[src/rtl/io_uart_port_ctrl_if.sv]
// Bus bundle between the processor IO port / UART cores and io_uart_port_ctrl.
// master = processor and UART side, slave = the port controller.
interface io_uart_port_ctrl_if;
  logic [7:0] IO_port_ID;
  logic [7:0] IO_write_data;
  logic       IO_write_strobe;
  logic       IO_read_strobe;
  logic [7:0] IO_read_data;
  logic [7:0] tx_data;
  logic       tx_valid;
  logic       tx_ready;
  logic [7:0] rx_data;
  logic       rx_valid;

  modport master (
    output IO_port_ID,
    output IO_write_data,
    output IO_write_strobe,
    output IO_read_strobe,
    input  IO_read_data,
    input  tx_data,
    input  tx_valid,
    output tx_ready,
    output rx_data,
    output rx_valid
  );

  modport slave (
    input  IO_port_ID,
    input  IO_write_data,
    input  IO_write_strobe,
    input  IO_read_strobe,
    output IO_read_data,
    output tx_data,
    output tx_valid,
    input  tx_ready,
    input  rx_data,
    input  rx_valid
  );
endinterface

[src/rtl/io_uart_port_ctrl.sv]
// Processor IO port controller: TX FIFO toward the UART transmitter, one-byte RX holding register.
// Optional feature macro: IO_RX_OVERRUN_EN (sticky RX overrun flag readable on PORT_OVR).
module io_uart_port_ctrl #(
  parameter int         TX_DEPTH    = 8,
  parameter logic [7:0] PORT_DATA   = 8'h01,
  parameter logic [7:0] PORT_RXSTAT = 8'h02,
  parameter logic [7:0] PORT_TXSTAT = 8'h03,
  parameter logic [7:0] PORT_OVR    = 8'h04
) (
  input logic                clk100,
  input logic                reset_n,
  io_uart_port_ctrl_if.slave io_bus
);

  localparam int PW = $clog2(TX_DEPTH);
  localparam int CW = PW + 1;
  localparam logic [CW-1:0] FULL_COUNT = CW'(TX_DEPTH);

  logic [7:0]    r_mem [TX_DEPTH];
  logic [PW-1:0] r_wr_ptr;
  logic [PW-1:0] r_rd_ptr;
  logic [CW-1:0] r_count;
  logic [7:0]    r_tx_last;
  logic          r_wr_stb_prev;
  logic          r_rd_stb_prev;
  logic [7:0]    r_rx_data;
  logic          r_rx_present;

  logic          w_wr_qual;
  logic          w_rd_qual;
  logic          w_full;
  logic          w_push;
  logic          w_pop;
  logic          w_tx_valid;
  logic [7:0]    w_head;
  logic          w_rx_pop;
  logic          w_rx_capture;
  logic [7:0]    w_read_data;

  // A held strobe acts only on its rising cycle.
  assign w_wr_qual = io_bus.IO_write_strobe & ~r_wr_stb_prev;
  assign w_rd_qual = io_bus.IO_read_strobe & ~r_rd_stb_prev;

  assign w_full     = (r_count == FULL_COUNT);
  assign w_tx_valid = (r_count != '0);
  assign w_head     = r_mem[r_rd_ptr];
  assign w_push     = w_wr_qual && (io_bus.IO_port_ID == PORT_DATA) && !w_full;
  assign w_pop      = w_tx_valid && io_bus.tx_ready;

  assign w_rx_pop     = w_rd_qual && (io_bus.IO_port_ID == PORT_DATA);
  assign w_rx_capture = io_bus.rx_valid && (!r_rx_present || w_rx_pop);

  always_ff @(posedge clk100 or negedge reset_n) begin
    if (!reset_n) begin
      r_wr_stb_prev <= 1'b0;
      r_rd_stb_prev <= 1'b0;
    end else begin
      r_wr_stb_prev <= io_bus.IO_write_strobe;
      r_rd_stb_prev <= io_bus.IO_read_strobe;
    end
  end

  always_ff @(posedge clk100 or negedge reset_n) begin
    if (!reset_n) begin
      for (int i = 0; i < TX_DEPTH; i++) begin
        r_mem[i] <= 8'h00;
      end
    end else if (w_push) begin
      r_mem[r_wr_ptr] <= io_bus.IO_write_data;
    end
  end

  // Full test uses the pre-cycle count, so a push while full is dropped even if a pop happens too.
  always_ff @(posedge clk100 or negedge reset_n) begin
    if (!reset_n) begin
      r_wr_ptr  <= '0;
      r_rd_ptr  <= '0;
      r_count   <= '0;
      r_tx_last <= 8'h00;
    end else begin
      if (w_push) begin
        r_wr_ptr <= r_wr_ptr + 1'b1;
      end
      if (w_pop) begin
        r_rd_ptr  <= r_rd_ptr + 1'b1;
        r_tx_last <= w_head;
      end
      unique case ({w_push, w_pop})
        2'b10:   r_count <= r_count + 1'b1;
        2'b01:   r_count <= r_count - 1'b1;
        default: r_count <= r_count;
      endcase
    end
  end

  assign io_bus.tx_valid = w_tx_valid;
  assign io_bus.tx_data  = w_tx_valid ? w_head : r_tx_last;

  // A DATA read in the same cycle as rx_valid frees the slot, so the new byte is taken.
  always_ff @(posedge clk100 or negedge reset_n) begin
    if (!reset_n) begin
      r_rx_data    <= 8'h00;
      r_rx_present <= 1'b0;
    end else if (w_rx_capture) begin
      r_rx_data    <= io_bus.rx_data;
      r_rx_present <= 1'b1;
    end else if (w_rx_pop) begin
      r_rx_present <= 1'b0;
    end
  end

`ifdef IO_RX_OVERRUN_EN
  logic r_overrun;
  logic w_ovr_clear;

  assign w_ovr_clear = w_rd_qual && (io_bus.IO_port_ID == PORT_OVR);

  always_ff @(posedge clk100 or negedge reset_n) begin
    if (!reset_n) begin
      r_overrun <= 1'b0;
    end else if (io_bus.rx_valid && !w_rx_capture) begin
      r_overrun <= 1'b1;
    end else if (w_ovr_clear) begin
      r_overrun <= 1'b0;
    end
  end
`endif

  always_comb begin
    w_read_data = 8'hFF;
    case (io_bus.IO_port_ID)
      PORT_DATA:   w_read_data = r_rx_data;
      PORT_RXSTAT: w_read_data = r_rx_present ? 8'hFF : 8'h00;
      PORT_TXSTAT: w_read_data = w_full ? 8'hFF : 8'h00;
`ifdef IO_RX_OVERRUN_EN
      PORT_OVR:    w_read_data = r_overrun ? 8'hFF : 8'h00;
`else
      PORT_OVR:    w_read_data = 8'hFF;
`endif
      default:     w_read_data = 8'hFF;
    endcase
  end

  assign io_bus.IO_read_data = w_read_data;

endmodule

[src/flat_wrapper.sv]
// flat-port wrapper written by rule: the top's interface ports become plain ports
module io_uart_port_ctrl_flat 
#(
  parameter int         TX_DEPTH    = 8,
  parameter logic [7:0] PORT_DATA   = 8'h01,
  parameter logic [7:0] PORT_RXSTAT = 8'h02,
  parameter logic [7:0] PORT_TXSTAT = 8'h03,
  parameter logic [7:0] PORT_OVR    = 8'h04
)
  (clk100, reset_n, io_bus_IO_port_ID, io_bus_IO_write_data, io_bus_IO_write_strobe, io_bus_IO_read_strobe, io_bus_IO_read_data, io_bus_tx_data, io_bus_tx_valid, io_bus_tx_ready, io_bus_rx_data, io_bus_rx_valid);
  io_uart_port_ctrl_if io_bus_i ();
  input logic clk100;
  input logic reset_n;
  input wire logic [$bits(io_bus_i.IO_port_ID)-1:0] io_bus_IO_port_ID;
  input wire logic [$bits(io_bus_i.IO_write_data)-1:0] io_bus_IO_write_data;
  input wire logic [$bits(io_bus_i.IO_write_strobe)-1:0] io_bus_IO_write_strobe;
  input wire logic [$bits(io_bus_i.IO_read_strobe)-1:0] io_bus_IO_read_strobe;
  output wire logic [$bits(io_bus_i.IO_read_data)-1:0] io_bus_IO_read_data;
  output wire logic [$bits(io_bus_i.tx_data)-1:0] io_bus_tx_data;
  output wire logic [$bits(io_bus_i.tx_valid)-1:0] io_bus_tx_valid;
  input wire logic [$bits(io_bus_i.tx_ready)-1:0] io_bus_tx_ready;
  input wire logic [$bits(io_bus_i.rx_data)-1:0] io_bus_rx_data;
  input wire logic [$bits(io_bus_i.rx_valid)-1:0] io_bus_rx_valid;
  assign io_bus_i.IO_port_ID = io_bus_IO_port_ID;
  assign io_bus_i.IO_write_data = io_bus_IO_write_data;
  assign io_bus_i.IO_write_strobe = io_bus_IO_write_strobe;
  assign io_bus_i.IO_read_strobe = io_bus_IO_read_strobe;
  assign io_bus_IO_read_data = io_bus_i.IO_read_data;
  assign io_bus_tx_data = io_bus_i.tx_data;
  assign io_bus_tx_valid = io_bus_i.tx_valid;
  assign io_bus_i.tx_ready = io_bus_tx_ready;
  assign io_bus_i.rx_data = io_bus_rx_data;
  assign io_bus_i.rx_valid = io_bus_rx_valid;
  io_uart_port_ctrl #(.TX_DEPTH(TX_DEPTH), .PORT_DATA(PORT_DATA), .PORT_RXSTAT(PORT_RXSTAT), .PORT_TXSTAT(PORT_TXSTAT), .PORT_OVR(PORT_OVR)) u_core (.clk100(clk100), .reset_n(reset_n), .io_bus(io_bus_i));
endmodule
[config.mk]
export PLATFORM = sky130hd
export DESIGN_NAME = io_uart_port_ctrl_flat
export DESIGN_NICKNAME = d
export VERILOG_FILES = /design/src/rtl/io_uart_port_ctrl_if.sv /design/src/rtl/io_uart_port_ctrl.sv /design/src/flat_wrapper.sv
export SDC_FILE = /design/constraint.sdc
export NUM_CORES = 1
export LEC_CHECK = 0
export CORE_AREA = 4 4 104 155
export CTS_BUF_LIST = sky130_fd_sc_hd__clkbuf_8
export CTS_CLUSTER_SIZE = 10
export DETAILED_ROUTE_END_ITERATION = 7
export DIE_AREA = 0 0 108 159
export PLACE_DENSITY = 0.52
export SLEW_MARGIN = 40
export SYNTH_ARGS = -nofsm -noshare
export SYNTH_HDL_FRONTEND = slang
export SYNTH_SLANG_ARGS = --single-unit
export TNS_END_PERCENT = 50
[constraint.sdc]
create_clock -name clk100 -period 3.3 [get_ports clk100]
set_input_delay 0.495 -clock clk100 [delete_from_list [all_inputs] [get_ports clk100]]
set_output_delay 0.495 -clock clk100 [all_outputs]
set_load 0.1 [all_outputs]
Word-level counts from Yosys, hierarchy flattened

Index checks and enable logic that the tools add are counted.

Register bits after elaboration: 93
Bits of input ports: 30
Output and inout bits: 17
Logic and storage cells: 60

Add/subtract/negate cells: 4
$lt $le $gt $ge: 3
Equal/unequal tests: 6
Multiplexer cells: 13
Bitwise operators: 6
Reductions and logical operators: 12

Operators with widths:

| cell                                                                 | count |
|---|---|
| 64-bit bitwise mux                                                   | 1 |
| 8-bit 2-to-1 mux                                                     | 6 |
| 8-bit binary-select mux with 3-bit select                            | 1 |
| 8-bit demux with 3-bit select                                        | 1 |
| 8-bit case mux with 3 select lines                                   | 1 |
| 8-bit by 2-bit == test with 1-bit output, second input constant      | 2 |
| 8-bit by 1-bit == test with 1-bit output, second input constant      | 1 |
| 4-bit greater-or-equal comparator, second input constant             | 2 |
| 3-bit inverter with 4-bit output                                     | 2 |
| 4-bit case mux with 2 select lines                                   | 1 |
| 3-bit by 1-bit adder with 3-bit output, second input constant        | 2 |
| 1-bit logical AND                                                    | 6 |
| 4-bit by 1-bit adder with 4-bit output, second input constant        | 1 |
| 4-bit == test, second input constant                                 | 1 |
| 4-bit by 1-bit < comparator with 1-bit output, second input constant | 1 |
| 2-bit nonzero test                                                   | 2 |
| 4-bit nonzero test                                                   | 1 |
| 4-bit by 1-bit subtractor with 4-bit output, second input constant   | 1 |
| 1-bit AND                                                            | 2 |
| 2-bit by 1-bit == test with 1-bit output, second input constant      | 1 |
| 2-bit == test, second input constant                                 | 1 |
| 1-bit zero test                                                      | 2 |
| 1-bit 2-to-1 mux                                                     | 2 |
| 1-bit inverter                                                       | 2 |
| 1-bit logical OR                                                     | 1 |

Longest topological paths before layout

Word-level depth: 6
Gate-level depth with buffers: 11
Mapped depth without buffers: 10

Worst setup path after synthesis

OpenSTA, ideal clock, no wires.

Kind: flip-flop to output port
Start: register u_core.r_count[1]
End: output port io_bus_tx_data[0]
Arrival: 3.414 ns
Data required time: 2.805 ns
Slack: -0.609 ns
Cell stages (with the launch flop): 5
Path buffers: 2
Cells stage by stage: dfrtp_1 -> or4_1 -> clkbuf_1 -> clkbuf_1 -> a21oi_1

Longest elaborated chain between the ends: 2

RTL lines:

| item                   | line                    | text |
|---|---|---|
| from (decl)            | io_uart_port_ctrl.sv:22 | `logic [CW-1:0] r_count;` |
| from (signal assigned) | io_uart_port_ctrl.sv:89 | `2'b10: r_count <= r_count + 1'b1;` |
| from (signal assigned) | io_uart_port_ctrl.sv:90 | `2'b01: r_count <= r_count - 1'b1;` |
| from (signal assigned) | io_uart_port_ctrl.sv:91 | `default: r_count <= r_count;` |
| 4-bit nonzero test     | io_uart_port_ctrl.sv:45 | `assign w_tx_valid = (r_count != '0);` |
| via io_bus_tx_valid    | flat_wrapper.sv:20      | `output wire logic [$bits(io_bus_i.tx_valid)-1:0] io_bus_tx_valid;` |
| 8-bit 2-to-1 mux       | io_uart_port_ctrl.sv:97 | `assign io_bus.tx_data = w_tx_valid ? w_head : r_tx_last;` |
| to (decl)              | flat_wrapper.sv:19      | `output wire logic [$bits(io_bus_i.tx_data)-1:0] io_bus_tx_data;` |

The timed path passes the listed nets, and every way through them passes these cells.

Worst setup path in the final report

Start: register u_core.r_count[1]
End: output port io_bus_IO_read_data[7]

Longest elaborated chain between the ends: 3

RTL lines:

| item                               | line                     | text |
|---|---|---|
| 4-bit == test                      | io_uart_port_ctrl.sv:44  | `assign w_full = (r_count == FULL_COUNT);` |
| 8-bit 2-to-1 mux                   | io_uart_port_ctrl.sv:134 | `PORT_TXSTAT: w_read_data = w_full ? 8'hFF : 8'h00;` |
| 8-bit case mux with 3 select lines | io_uart_port_ctrl.sv:131 | `case (io_bus.IO_port_ID)` |
| to (decl)                          | flat_wrapper.sv:18       | `output wire logic [$bits(io_bus_i.IO_read_data)-1:0] io_bus_IO_read_data;` |

Every way passes these cells.

==> results.ini <==
[clock_network]
cts_resized=0
clock_path_buffers=2
cts_hold_buf=0
cts-root-buf=clkbuf_8
cts.clk_slew.worst_paths_ns=0.09
cts_tree=built
clk_latency_ns=0.36
cts_num_sinks=93
cts_max_level=3
cts_buffers=9
postCtsSetupRepairBufs=0

[grt]
antenna_found_initial=0
grt_max_degree=56
grt_pass1_vias=3003
grt.total_usage_pct=11.70
grt_pass1_wl_mm=15.70
grt_overflow=0

[worst_setup_path]
cp_max_fo=8
endpoint_kind=output pin
r2r_slack_ns=0.75
critPathMaxStageDelay_ns=0.54
path_cells=nor4b_1, buf_4, a21boi_0, o21ai_1, a21o_1, buf_12
cp_top_family=compound AO/OA/AOI/OAI gates
start_kind=flop
path_buf_inv=2
cp.required_ns=2.80
arrival_ns=2.43
slowest_stage=o21ai_1
critical_path_class=flop to output pin

[pwr]
p_per_area_nw_per_um2=541.3
cellLeakagePower_uw=0.002529
finalPower_uw=2972
vdd_ir_drop_max_v=0.0001830
pwr-share-clk_pct=26.7
seqPwrFrac_pct=43.4
intPower_uw=1962
pwr-share-comb_pct=29.9
sw_frac_of_total_pct=33.98
p_sw_uw=1010

[floorplan]
die_h_microns=159
core_sq_um=14660
start_util_pct=29.51
fp.dieArea_sq_um=17170
fp.dieW_microns=108
rows=54
ios=47

[synthesis]
synth_top_area_cell=dfrtp_1
synthDistinctLibCells=36
yosysWarnings=0
async_flop_share_pct=100.0
syn_inst=310
ys_seq_area_share_pct=53.79
synth_edf_count=0
synth_top_area_share_pct=53.79
synthTopCellsByArea=dfrtp_1, mux2_2, mux4_2, mux2i_1, a21o_1
synth_area_sq_um=4327
synth_flop_cell=dfrtp_1
synth-seq-cells=93
syn_avg_cell_area_sq_um=13.96
syn-num-nets=345

[layout]
fin_cells=571
drive_gt1_share_pct=39.73
syn2layout_area_growth_pct=26.89
nets=407
multi_input_area_sq_um=1957
fin_util_pct=37.45
fillCellCount=1417
regArea_sq_um=2327
diodes=0

[status]
status=completed

[detailed_routing]
drc=0
drtIter0Drc=64
vias_per_cell=4.702
first_pass_iters=4
vias=2685
drt-total-wl_mm=9.288
wire_per_inst_microns=16.27
ant_nets=0

[placement]
numPortBuffers=46
dp_cells=557
post-dp-hpwl_mm=6.659
place_congestion=0.7127

[sta]
rsz0062_at_grt=false
final.min_clock_period_ns=2.928
final.setup_skew_ns=0.008448
tightest_slew_ns=0.7200
timing.final.crit_share_pct=88.73
fmax_mhz=341.5
setup_violations=0
finalSetupTns_ns=0
relSlewSlack_pct=52.00
hold_viol=0
final_max_slew_viol_count=0

[flow_run]
cap_viol_max_count=0

[min_path]
min_path_type=primary input to asynchronous set/reset pin

cell type report:
type / instances / share of cell area, %
clock buffers: 9 / 2.256
clock inverters: 5 / 1.299
inverters: 2 / 0.1367
multi-input cells: 201 / 35.64
flip-flops and latches: 93 / 42.39
well taps: 196 / 4.467
repair buffers: 65 / 13.81
cell families (layout without fill, tap and decap cells):
logic type | after synthesis | after routing | synth area share, %
multiplexers | 98 | 98 | 29.44
flip-flops | 93 | 93 | 53.79
AND/OR/NAND/NOR | 59 | 59 | 7.866
AO/OA/AOI/OAI | 30 | 30 | 4.164
buffers and inverters | 16 | 81 | 1.475
XOR/XNOR | 9 | 9 | 1.822
adder cells (fa/ha/maj) | 5 | 5 | 1.446
path summary, 6_finish.rpt:
| kind | endpoint | start | depth (start not counted) |
|---|---|---|---|
| max | io_bus_IO_read_data[7] | u_core.r_count[1] | 6 |
| min | u_core.r_rd_stb_prev | reset_n | 1 |
| max reg2reg | u_core.r_count[2] | u_core.r_count[1] | 10 |
| min reg2reg | u_core.r_tx_last[7] | u_core.r_tx_last[7] | 2 |
| max in group asynchronous | u_core.r_mem[27] | reset_n | 2 |
| min in group clk100 | u_core.r_tx_last[7] | u_core.r_tx_last[7] | 2 |
synth_stat cells (all sizes together) (4+ instances only):
cell type,count
mux2,74
nor2,13
mux2i,8
nand3,5
nand2,15
nor4,4
mux4,16
a21oi,9
clkbuf,8
nor2b,4
xnor2,6
ha,5
a21o,9
o21ai,9
buf,6
dfrtp,93
state kept, by name (all words and copies together) (netlist names):
signal / count
u_core.r_tx_last: 8
u_core.r_wr_stb_prev: 1
u_core.r_rd_ptr: 3
u_core.r_count: 4
u_core.r_rx_present: 1
u_core.r_wr_ptr: 3
u_core.r_rd_stb_prev: 1
u_core.r_mem: 64
u_core.r_rx_data: 8
cells in the final DEF, fill, tap and decap left out, types with 2 or more instances in the layout:
| cell | n |
|---|---|
| nand2_1 | 15 |
| mux4_2 | 16 |
| or4_1 | 2 |
| dfrtp_1 | 93 |
| nor2b_1 | 4 |
| ha_1 | 5 |
| nor4_4 | 2 |
| buf_12 | 16 |
| mux2i_1 | 8 |
| a21o_1 | 9 |
| xnor2_1 | 6 |
| xor2_1 | 3 |
| buf_4 | 21 |
| bufinv_16 | 2 |
| nand3_1 | 5 |
| nor3_1 | 2 |
| o21ai_0 | 8 |
| a21oi_2 | 4 |
| and3_1 | 2 |
| mux2_2 | 74 |
| nand2b_1 | 3 |
| clkdlybuf4s50_1 | 28 |
| clkbuf_8 | 9 |
| a21oi_1 | 5 |
| nor4b_1 | 2 |
| nand4_1 | 2 |
| nor4_1 | 2 |
| inv_1 | 5 |
| nor2_1 | 12 |
per-layer routing:
| metal | vias up | track usage [%] | share of wire [%] |
|---|---|---|---|
| met5 | - | 0 | 0 |
| met4 | 0 | 4.997 | 1.6 |
| met3 | 8 | 1.785 | 2.8 |
| met2 | 38 | 20.02 | 53 |
| met1 | 1386 | 14.49 | 42 |
| li1 | 1253 | - | - |
power groups by stage:
stage,Sequential [uW],Clock [uW],Combinational [uW]
2_1_floorplan,1270,0,656
5_1_grt,1300,868,962
6_report,1290,793,888
4_1_cts,1290,826,908
3_5_place_dp,1310,0,908
3_3_place_gp,1310,0,897
per-stage QoR:
stage	setup WS [ns]	hold WS, ns	cell area, sq um
after floorplan	-0.3894	0.1994	4343
after global placement	0.1852	0.4617	5289
after detailed placement	0.1375	0.4707	5295
after CTS	0.3016	0.2049	5490
after global routing	0.1375	0.2347	5490
final	0.3720	0.1584	5490
Note: power is estimated with default switching activity, not from simulation.
